[src/rtl/alu_muldiv.sv]
// Multi-cycle WIDTH-bit execution unit: add/sub/and/or in one clock,
// unsigned mul/mulhu/divu/remu iterating one bit per clock behind Start/Busy/Done.
module alu_muldiv #(
   parameter int unsigned WIDTH = 32
) (
   input  logic             clk,
   input  logic             reset,
   input  logic             Start,
   input  logic [2:0]       ALUControl,
   input  logic [WIDTH-1:0] SrcA,
   input  logic [WIDTH-1:0] SrcB,
   output logic [WIDTH-1:0] ALUResult,
   output logic             Zero,
   output logic             Busy,
   output logic             Done
);

   localparam int unsigned CW = (WIDTH > 2) ? $clog2(WIDTH) : 1;
   localparam logic [CW-1:0] LAST = CW'(WIDTH - 1);

   typedef enum logic [1:0] {IDLE, MUL, DIV, DONE} state_t;

   state_t             state_q, state_d;
   logic               sel_q, sel_d;     // 1: mulhu/remu, 0: mul/divu
   logic [WIDTH-1:0]   opnd_q, opnd_d;   // multiplicand or divisor
   logic [2*WIDTH-1:0] prod_q, prod_d;   // {accumulator, multiplier}
   logic [WIDTH-1:0]   rem_q, rem_d;
   logic [WIDTH-1:0]   quo_q, quo_d;     // dividend shifts out, quotient shifts in
   logic [CW-1:0]      cnt_q, cnt_d;
   logic [WIDTH-1:0]   res_d;
   logic [WIDTH:0]     mul_sum;
   logic [WIDTH:0]     div_sh;
   logic               div_ge;

   // State and working registers
   always_ff @(posedge clk or posedge reset) begin
      if (reset) begin
         state_q   <= IDLE;
         sel_q     <= 1'b0;
         opnd_q    <= '0;
         prod_q    <= '0;
         rem_q     <= '0;
         quo_q     <= '0;
         cnt_q     <= '0;
         ALUResult <= '0;
      end else begin
         state_q   <= state_d;
         sel_q     <= sel_d;
         opnd_q    <= opnd_d;
         prod_q    <= prod_d;
         rem_q     <= rem_d;
         quo_q     <= quo_d;
         cnt_q     <= cnt_d;
         ALUResult <= res_d;
      end
   end

   // Next-state and datapath
   always_comb begin
      state_d = state_q;
      sel_d   = sel_q;
      opnd_d  = opnd_q;
      prod_d  = prod_q;
      rem_d   = rem_q;
      quo_d   = quo_q;
      cnt_d   = cnt_q;
      res_d   = ALUResult;
      mul_sum = '0;
      div_sh  = '0;
      div_ge  = 1'b0;

      case (state_q)
         IDLE: begin
            if (Start) begin
               sel_d = ALUControl[0];
               cnt_d = '0;
               case (ALUControl)
                  3'b000: begin res_d = SrcA + SrcB; state_d = DONE; end
                  3'b001: begin res_d = SrcA - SrcB; state_d = DONE; end
                  3'b010: begin res_d = SrcA & SrcB; state_d = DONE; end
                  3'b011: begin res_d = SrcA | SrcB; state_d = DONE; end
                  3'b100, 3'b101: begin
                     opnd_d  = SrcA;
                     prod_d  = {{WIDTH{1'b0}}, SrcB};
                     state_d = MUL;
                  end
                  default: begin
                     if (SrcB == '0) begin
                        // divide by zero: quotient all ones, remainder = dividend
                        res_d   = ALUControl[0] ? SrcA : '1;
                        state_d = DONE;
                     end else begin
                        opnd_d  = SrcB;
                        rem_d   = '0;
                        quo_d   = SrcA;
                        state_d = DIV;
                     end
                  end
               endcase
            end
         end
         MUL: begin
            mul_sum = {1'b0, prod_q[2*WIDTH-1:WIDTH]}
                    + (prod_q[0] ? {1'b0, opnd_q} : {(WIDTH+1){1'b0}});
            prod_d  = {mul_sum, prod_q[WIDTH-1:1]};
            cnt_d   = cnt_q + 1'b1;
            if (cnt_q == LAST) begin
               res_d   = sel_q ? prod_d[2*WIDTH-1:WIDTH] : prod_d[WIDTH-1:0];
               cnt_d   = '0;
               state_d = DONE;
            end
         end
         DIV: begin
            div_sh = {rem_q, quo_q[WIDTH-1]};
            div_ge = (div_sh >= {1'b0, opnd_q});
            rem_d  = div_ge ? WIDTH'(div_sh - {1'b0, opnd_q}) : div_sh[WIDTH-1:0];
            quo_d  = {quo_q[WIDTH-2:0], div_ge};
            cnt_d  = cnt_q + 1'b1;
            if (cnt_q == LAST) begin
               res_d   = sel_q ? rem_d : quo_d;
               cnt_d   = '0;
               state_d = DONE;
            end
         end
         DONE:    state_d = IDLE;
         default: state_d = IDLE;
      endcase
   end

   assign Zero = (ALUResult == '0);
   assign Busy = (state_q != IDLE);
   assign Done = (state_q == DONE);

endmodule

[config.mk]
export PLATFORM = sky130hd
export DESIGN_NAME = alu_muldiv
export DESIGN_NICKNAME = d
export VERILOG_FILES = /design/src/rtl/alu_muldiv.sv
export SDC_FILE = /design/constraint.sdc
export NUM_CORES = 1
export LEC_CHECK = 0
export BUFFER_PORTS_ARGS = -buffer_cell sky130_fd_sc_hd__buf_2
export CAP_MARGIN = 20
export CORE_MARGIN = 4
export CORE_UTILIZATION = 55
export CTS_CLUSTER_SIZE = 16
export DETAILED_ROUTE_END_ITERATION = 16
export PLACE_DENSITY = 0.69
export SLEW_MARGIN = 5
export SYNTH_ARGS = -nofsm -noshare
export SYNTH_HDL_FRONTEND = slang
export SYNTH_SLANG_ARGS = --single-unit
[constraint.sdc]
create_clock -name clk -period 8.1 [get_ports clk]
set_clock_uncertainty 0.05 [all_clocks]
set_input_delay 0.405 -clock clk [delete_from_list [all_inputs] [get_ports clk]]
set_output_delay 0.405 -clock clk [all_outputs]
set_load 0.01 [all_outputs]
==> metrics.md, run 1 <==
| Metric | Value |
|---|---|
| Cells after synthesis | `2032` |
| Avg Cell Area, Syn | `8.20 um^2` |
| Pwr dens | `411 mW/mm^2` |
| Root buf cell | `clkbuf_16` |
| Share of flip-flops with an asynchronous set or reset | `1.00` |
| CTS Buf Count | `17` |
| Worst Path Max Fanout | `37` |
| GR Overflow Total | `0` |
| Yosys warning count | `0` |
| Slew margin rel. | `0.170` |
| Fmax | `212 MHz` |
| First-pass GRT wire length | `84800 um` |
| Final HPWL DP | `41000 um` |
| Setup TNS | `0 ns` |
| Area after DPL | `0.0174 mm^2` |
| Yosys top cell area share | `0.300` |
| Mapped cell area | `0.0167 mm^2` |
| DR DRC count | `0` |
| RSZ-0062 raised after global routing | `false` |
| Final Non-Filler Cells | `2451` |
| Max H-tree Level | `4` |
| Slew Limit Fails | `0` |
| Post-CTS Setup Repair Bufs | `0` |
| Max Cap Violations | `0` |
| Share of cells above drive strength 1 | `0.0907` |
| Via count | `15924` |
| Via-per-instance ratio | `6.50` |
| Complex-gate fraction of the synthesized area | `0.268` |
| Minimum clock period | `4.72 ns` |
| ANT cells | `0` |
| Clock buffer depth | `2` |
| Syn nets | `2210` |
| Number of synthesized flops with an enable pin | `0` |
| Post-synthesis cell type count | `73` |
| Final net count | `2226` |
| Clock power frac | `0.115` |
| Status | `finished, final reports clean` |
| GRT Overall Usage | `0.320` |
| Post-synthesis mux area share | `0.0766` |
| Comb power frac | `0.628` |
| I/O Buffers | `104` |
| #FFs+latches synth | `200` |
| Seq pwr share | `0.257` |
| Starting Density | `0.559` |
| Crit path kind | `input port to flip-flop` |
| I/O pins | `105` |
| Post-CTS sizing | `0` |
| Skew-Pair Late Insertion Delay | `0.45 ns` |
| CORE AREA | `0.0298 mm^2` |
| Die Area | `0.0331 mm^2` |
| Sw Share | `0.516` |
| Arr. time, crit path | `5.01 ns` |
| Sequential fraction of the synthesis area | `0.300` |
| Worst-path clk slew | `0.08 ns` |
| Period utilization | `0.583` |
| CP endpoint kind | `flip-flop` |
| Final design area excluding fillers | `0.0179 mm^2` |
| Die H | `182 um` |
| Final Hold Viols | `0` |
| TritonCTS clock tree | `yes` |
| Synthesis-to-finish area growth | `7.65%` |
| Synth Area in Adders | `0.0957` |
| Area leader, netlist | `dfrtp_1` |
| Initial DRC count | `1857` |
| Worst VDD drop | `0.244 mV` |
| Net switching power | `0.00381 W` |
| Setup violations, final | `0` |
| Worst hold slack | `0.0980 ns` |
| Initial antenna violation count | `1` |
| Post-DR wirelength/cell | `22.0 um` |
| Main area contributors after synthesis | `dfrtp_1, ha_1, mux2i_1` |
| Hold Path Class | `input port to asynchronous set/reset pin` |
| Std cell rows | `63` |
| Routed WL | `54000 um` |
| Largest net degree at the start of global routing | `131` |
| Synth Flop Type | `dfrtp_1` |
| Vias in the first global route | `14959` |
| Hold_buf cts | `0` |
| DRT Pass-1 Iters | `6` |
| Clock sinks | `200` |
| Antenna-violating nets left | `0` |
| GP Congestion | `0.942` |
| Post-synthesis xor/xnor area fraction | `0.0589` |
| Worst-margin pin slew | `1.23 ns` |
| Worst Setup Start Kind | `input port` |
| Post-synthesis simple-gate area fraction | `0.153` |
| Internal power | `0.00357 W` |
| Largest family of logic cells by synthesized area | `compound AO/OA/AOI/OAI gates` |
| Placed Cells | `2419` |
| Leakage | `8.07 nW` |
| WP data required | `8.39 ns` |
| Die span in x | `182 um` |
## logic make-up (layout without fill, tap and decap cells)
kind of cell	count (synthesis)	count (layout)
AO/OA/AOI/OAI	711	711
XOR/XNOR	112	112
adder cells (fa/ha/maj)	130	130
buffers and inverters	196	225
flip-flops	200	200
multiplexers	126	126
AND/OR/NAND/NOR	557	557
## cells in the final DEF (no fill, tap or decap), drive strengths merged, types with 43 or more instances in the layout
cell type / n
nand2: 260
o21ai: 235
buf: 123
xnor2: 69
inv: 74
a21oi: 163
dfrtp: 200
ha: 105
mux2i: 114
xor2: 43
a21o: 53
and2: 45
nor2: 102
## critical path: stages
cell	delay [ns]
buf_2	0.57
inv_1	0.33
nor3_2	0.21
buf_4	0.29
a21oi_1	0.08
xnor2_1	0.14
ha_1	0.35
a21o_1	0.21
a21oi_1	0.14
nand2_1	0.15
a311oi_1	0.64
a31oi_1	0.23
a211o_1	0.35
a41oi_1	0.31
mux2i_1	0.23
a21oi_1	0.08
a221o_1	0.28
## power groups by stage
stage,clock (W),sequential (W),combinational [W]
after floorplan,0,0.00176,0.00333
after global placement,0,0.00188,0.00445
after detailed placement,0,0.00189,0.00453
after CTS,0.000855,0.00187,0.00455
after global routing,0.000896,0.00194,0.00507
final,0.000846,0.00190,0.00463
## through the flow
step | setup slack (ns) | util | power [W]
detailed placement | 2.95 | 0.583 | 0.00642
CTS | 3.41 | 0.602 | 0.00728
floorplan | 2.19 | - | 0.00509
finish | 3.38 | 0.602 | 0.00737
global route | 3.04 | 0.602 | 0.00791
global placement | 2.98 | 0.583 | 0.00633
## path summary, 6_finish.rpt
check / from / depth (start not counted) / slack [ns] / to
max: ALUControl[0] / 17 / 3.38 / ALUResult[26]$_DFFE_PP0P_
min: reset / 2 / 0.1 / prod_q[4]$_DFFE_PP0P_
max reg2reg: prod_q[0]$_DFFE_PP0P_ / 14 / 3.65 / ALUResult[31]$_DFFE_PP0P_
min reg2reg: prod_q[32]$_DFFE_PP0P_ / 2 / 0.44 / prod_q[32]$_DFFE_PP0P_
max in group asynchronous: reset / 3 / 6.33 / sel_q$_DFFE_PP0P_
min in group clk: SrcB[3] / 3 / 0.29 / prod_q[3]$_DFFE_PP0P_
## layer usage
metal / vias up / wire length [um] / GRT usage
met1: 7620 / 24900 / 0.501
met4: 2 / 1090 / 0.0733
met2: 787 / 22200 / 0.461
met5: - / 13 / 0
li1: 7438 / - / -
met3: 77 / 5750 / 0.0556
## final cells by class
type	instances	area, um^2
well taps	390	488
clock buffers	20	447
fillers	2678	11900
repair buffers	123	663
multi-input cells	1636	10900
inverters	70	270
flip-flops and latches	200	5010
clock inverters	12	115
## registers in the layout (all words and copies together) (netlist names)
signal and count:
sel_q 1, rem_q 32, opnd_q 32, state_q 2, prod_q 64, ALUResult 32
cnt_q 5, quo_q 32
## Yosys cell counts (all sizes together), types with 20 or more instances
cell type / n
xor2: 43
a22o: 23
buf: 30
and2: 45
mux2i: 114
inv: 69
o22ai: 21
ha: 105
maj3: 22
a211oi: 33
a21oi: 163
dfrtp: 200
nand3: 25
a221oi: 20
o21ai: 235
nor2: 102
o211ai: 24
nor3: 26
nand4: 20
a31oi: 21
clkbuf: 96
nand2: 260
a21o: 53
xnor2: 69
Note: power is estimated with default switching activity, not from simulation.
==> run 2: changes to the inputs <==
--- a/config.mk
+++ b/config.mk
@@ -5,6 +5,7 @@
 export SDC_FILE = /design/constraint.sdc
 export NUM_CORES = 1
 export LEC_CHECK = 0
+export ABC_AREA = 1
 export BUFFER_PORTS_ARGS = -buffer_cell sky130_fd_sc_hd__buf_2
 export CAP_MARGIN = 20
 export CORE_MARGIN = 4
==> constraint.sdc (replaced) <==
create_clock -name clk -period 4.4 [get_ports clk]
set_clock_uncertainty 0.05 [all_clocks]
set_input_delay 0.22 -clock clk [delete_from_list [all_inputs] [get_ports clk]]
set_output_delay 0.22 -clock clk [all_outputs]
set_load 0.01 [all_outputs]
==> metrics.md, run 2 <==
| Metric | Value |
|---|---|
| Setup WS pre-CTS | `0.406 ns (-2.54 ns)` |
| Final Non-Filler Cells | `3500 (+43%)` |
| Multi-input logic area | `0.0116 mm^2 (+6.4%)` |
| Syn nets | `3175 (+44%)` |
| PnR worst setup slack | `0.724 ns (-2.65 ns)` |
| Main area contributors after synthesis | `dfrtp_1, nand2_1, inv_1` |
| Comb power frac | `0.683 (+0.055)` |
| Cells after synthesis | `2997 (+47%)` |
| CTS Buf Count | `17 (unchanged)` |
| DRT Pass-1 Iters | `9 (+3)` |
| Met1 WL | `30000 um (+20%)` |
| Worst Setup Start Kind | `input port` |
| Leakage | `10.5 nW (+30%)` |
| Via count | `21500 (+35%)` |
| Yosys warning count | `0 (unchanged)` |
| GR Overflow Total | `0 (unchanged)` |
| Largest register by flop count | `prod_q` |
| Share of cells above drive strength 1 | `0.0771 (-0.0136)` |
| I/O Buffers | `104 (unchanged)` |
| CORE AREA | `0.0336 mm^2 (+13%)` |
| Max Cap Violations | `0 (unchanged)` |
| Largest net degree at the start of global routing | `188 (+44%)` |
| GP Congestion | `1.14 (+21%)` |
| Number of synthesized flops with an enable pin | `0 (unchanged)` |
| Clock power frac | `0.110 (-0.005)` |
| Net switching power | `0.00902 W (+140%)` |
| Mapped cell area | `0.0188 mm^2 (+13%)` |
| Minimum clock period | `3.68 ns` |
| Crit Reg-Reg Startpoint | `opnd_q[25]$_DFFE_PP0P_` |
| Slew margin rel. | `0.227 (+0.0569)` |
| Fill count | `3253 (+21%)` |
| Top-count cell post-synth | `nand2_1` |
| Worst-path clk slew | `0.09 ns (about the same)` |
| Synth Flop Type | `dfrtp_1` |
| Die H | `193 um (+6.0%)` |
| Reg2Reg Setup Slack | `0.77 ns (-2.88 ns)` |
| WP data required | `4.71 ns (-3.68 ns)` |
| Initial DRC count | `3208 (+73%)` |
| #FFs+latches synth | `200 (unchanged)` |
| Sequential fraction of the synthesis area | `0.266 (-0.0346)` |
| Setup violations, final | `0 (unchanged)` |
| Worst VDD drop | `0.484 mV (+98%)` |
| Std cell rows | `67 (+6.3%)` |
| Crit path buf inv count | `2 (-1)` |
| Die span in x | `193 um (+6.0%)` |
| Internal power | `0.00657 W (+84%)` |
| Worst path top cell family by delay | `simple AND/OR/NAND/NOR gates` |
| Share of flip-flops with an asynchronous set or reset | `1.00 (unchanged)` |
| Commonest non-fill, non-tap cell in the layout | `nand2_1` |
| CP startpoint | `SrcB[0]` |
| Period utilization | `0.835` |
| Worst-margin pin slew | `1.16 ns (-0.0740 ns)` |
| Skew-Pair Late Insertion Delay | `0.47 ns (+0.02 ns)` |
| Worst Path Max Fanout | `5 (-86%)` |
| Post-CTS Setup Repair Bufs | `0 (unchanged)` |
| Met3 Routed Length | `8700 um (+51%)` |
| Placed Cells | `3460 (+43%)` |
| Slew Limit Fails | `0 (unchanged)` |
| Via-per-instance ratio | `6.14 (-5.4%)` |
| Crit path kind | `input port to flip-flop` |
| Seq pwr share | `0.207 (-0.050)` |
| Crit-path cells | `buf_2, inv_1, ha_1, nand3_1, nor2_1, nand3_1, nor3_2, nand3_1, o21ai_1, o21ai_0, xor2_1, ha_1, nand2_1, nor2_1, nand2_1, nand3b_1, nand2_1, nand2_1, nand3_1, nand4_1, nand3_1, nand2_1` |
| Final Hold Viols | `0 (unchanged)` |
| Routed wl met2 | `32200 um (+45%)` |
| Initial antenna violation count | `4 (+3)` |
| Synthesis-to-finish area growth | `7.71% (about the same)` |
| Avg Cell Area, Syn | `6.28 um^2 (-23%)` |
| Fmax | `272 MHz` |
| Top cells by count, synth | `nand2_1, inv_1, o21ai_0` |
| TritonCTS clock tree | `yes` |
| Hold Path Class | `input port to flip-flop` |
| Clock sinks | `200 (unchanged)` |
| Post-DR wirelength/cell | `21.8 um (-1.2%)` |
| Antenna-violating nets left | `0 (unchanged)` |
| CP endpoint kind | `flip-flop` |
| DR DRC count | `0 (unchanged)` |
| Slowest-stage cell, CP | `ha_1` |
| CP peak stage delay | `0.39 ns (-0.25 ns)` |
| Area leader, netlist | `dfrtp_1` |
| Pwr dens | `768 mW/mm^2 (+87%)` |
| Clock buffer depth | `2 (unchanged)` |
| Vias in the first global route | `19818 (+32%)` |
| Root buf cell | `clkbuf_16` |
| Max reg flops | `64 (unchanged)` |
| First-pass GRT wire length | `115000 um (+36%)` |
| Die Area | `0.0373 mm^2 (+12%)` |
| Yosys top cell area share | `0.266 (-0.0346)` |
| Final net count | `3212 (+44%)` |
| Starting Density | `0.560 (+0.00107)` |
| Top Layer Used | `met4` |
| Max H-tree Level | `4 (unchanged)` |
| Register area | `0.00501 mm^2 (unchanged)` |
| Status | `finished, final reports clean` |
| Most frequent cells in the layout | `nand2_1, inv_1, o21ai_0` |
| I/O pins | `105 (unchanged)` |
| R2R Path End | `ALUResult[3]$_DFFE_PP0P_` |
| Post-synthesis cell type count | `56 (-23%)` |
| Stages on worst setup path | `22 (+5)` |
| Final HPWL DP | `59900 um (+46%)` |
| Arr. time, crit path | `3.98 ns (-1.03 ns)` |
| Sw Share | `0.579 (+0.0621)` |
| GRT Overall Usage | `0.405 (+0.0850)` |
| Setup TNS | `0 ns (unchanged)` |
| RSZ-0062 raised after global routing | `false` |
| Routed WL | `76300 um (+41%)` |
| Worst Setup EP | `ALUResult[28]$_DFFE_PP0P_` |
| Worst Reg-to-Reg Cells | `18 (+4)` |
[run 2: worst reg2reg max path, stage by stage (launching register included)]
cell and delay (ns):
dfrtp_1 0.35, inv_1 0.09, ha_1 0.45, nand2_1 0.15, nor2_1 0.36, nand3_1 0.15, nor2_1 0.15, nand2_1 0.11
nand2_1 0.08, nor2_1 0.07, nand2_4 0.30, buf_4 0.38, nand2_1 0.09, o21ai_1 0.13, nand2_1 0.07, nand2_1 0.10
nand3_1 0.09, nand3_1 0.26, nand2_1 0.08
[run 2: logic make-up (layout without fill, tap and decap cells)]
| logic type | Yosys count | in the layout | synth area share |
|---|---|---|---|
| AOI/OAI and AO/OA | 672 | 672 | 0.203 |
| adders and majority gates | 108 | 108 | 0.0729 |
| and+or+nand+nor | 1401 | 1401 | 0.313 |
| other | 0 | 5 | 0 |
| xor gates and xnor gates | 63 | 63 | 0.0293 |
| buffers and inverters | 553 | 603 | 0.116 |
| DFF | 200 | 200 | 0.266 |
[run 2: power by group through the flow]
stage	Clock, W	Combinational [W]	Sequential (W)
global route	0.00178	0.0116	0.00329
global placement	0	0.00999	0.00318
floorplan	0	0.00716	0.00310
detailed placement	0	0.0102	0.00322
finish	0.00172	0.0106	0.00322
CTS	0.00172	0.0102	0.00319
[run 2: area by class of cell]
| type | instances | share of cell area |
|---|---|---|
| Clock inverter | 15 | 0.00962 |
| Clock buffer | 17 | 0.0210 |
| Timing Repair Buffer | 134 | 0.0391 |
| Tap cell | 448 | 0.0276 |
| Antenna cell | 5 | 0.000617 |
| Sequential cell | 200 | 0.247 |
| Inverter | 437 | 0.0810 |
| Multi-Input combinational cell | 2244 | 0.574 |
[run 2: layer usage]
layer  vias to the layer above  GRT usage
met3                       263     0.0778
met4                         0      0.222
met5                         -          0
li1                       9867          -
met1                      9908      0.552
met2                      1462      0.609
[run 2: worst min path at each step]
stage	start	endpoint	slack, ns	depth (start not counted)
floorplan	SrcB[13]	prod_q[13]$_DFFE_PP0P_	0.32	2
global placement	reset	prod_q[33]$_DFFE_PP0P_	0.19	2
detailed placement	reset	prod_q[33]$_DFFE_PP0P_	0.20	2
finish	SrcB[0]	prod_q[0]$_DFFE_PP0P_	0.03	3
global route	SrcB[23]	prod_q[23]$_DFFE_PP0P_	0.03	3
CTS	SrcB[23]	prod_q[23]$_DFFE_PP0P_	0.01	3
[run 2: stage by stage]
step	hold WS [ns]	area [um^2]	power, W	utilization
2_1_floorplan	0.325	18800	0.0103	-
3_3_place_gp	0.192	19600	0.0132	0.583
3_5_place_dp	0.203	19600	0.0134	0.583
4_1_cts	0.0148	20200	0.0152	0.602
5_1_grt	0.0270	20300	0.0166	0.603
6_report	0.0319	20300	0.0156	0.603
[run 2: repair_timing]
item / 4_1_cts / 5_1_grt
hold buffers: 1 / 0
resized for setup: 0 / 0
endpoints found under the hold margin: 13 / 0
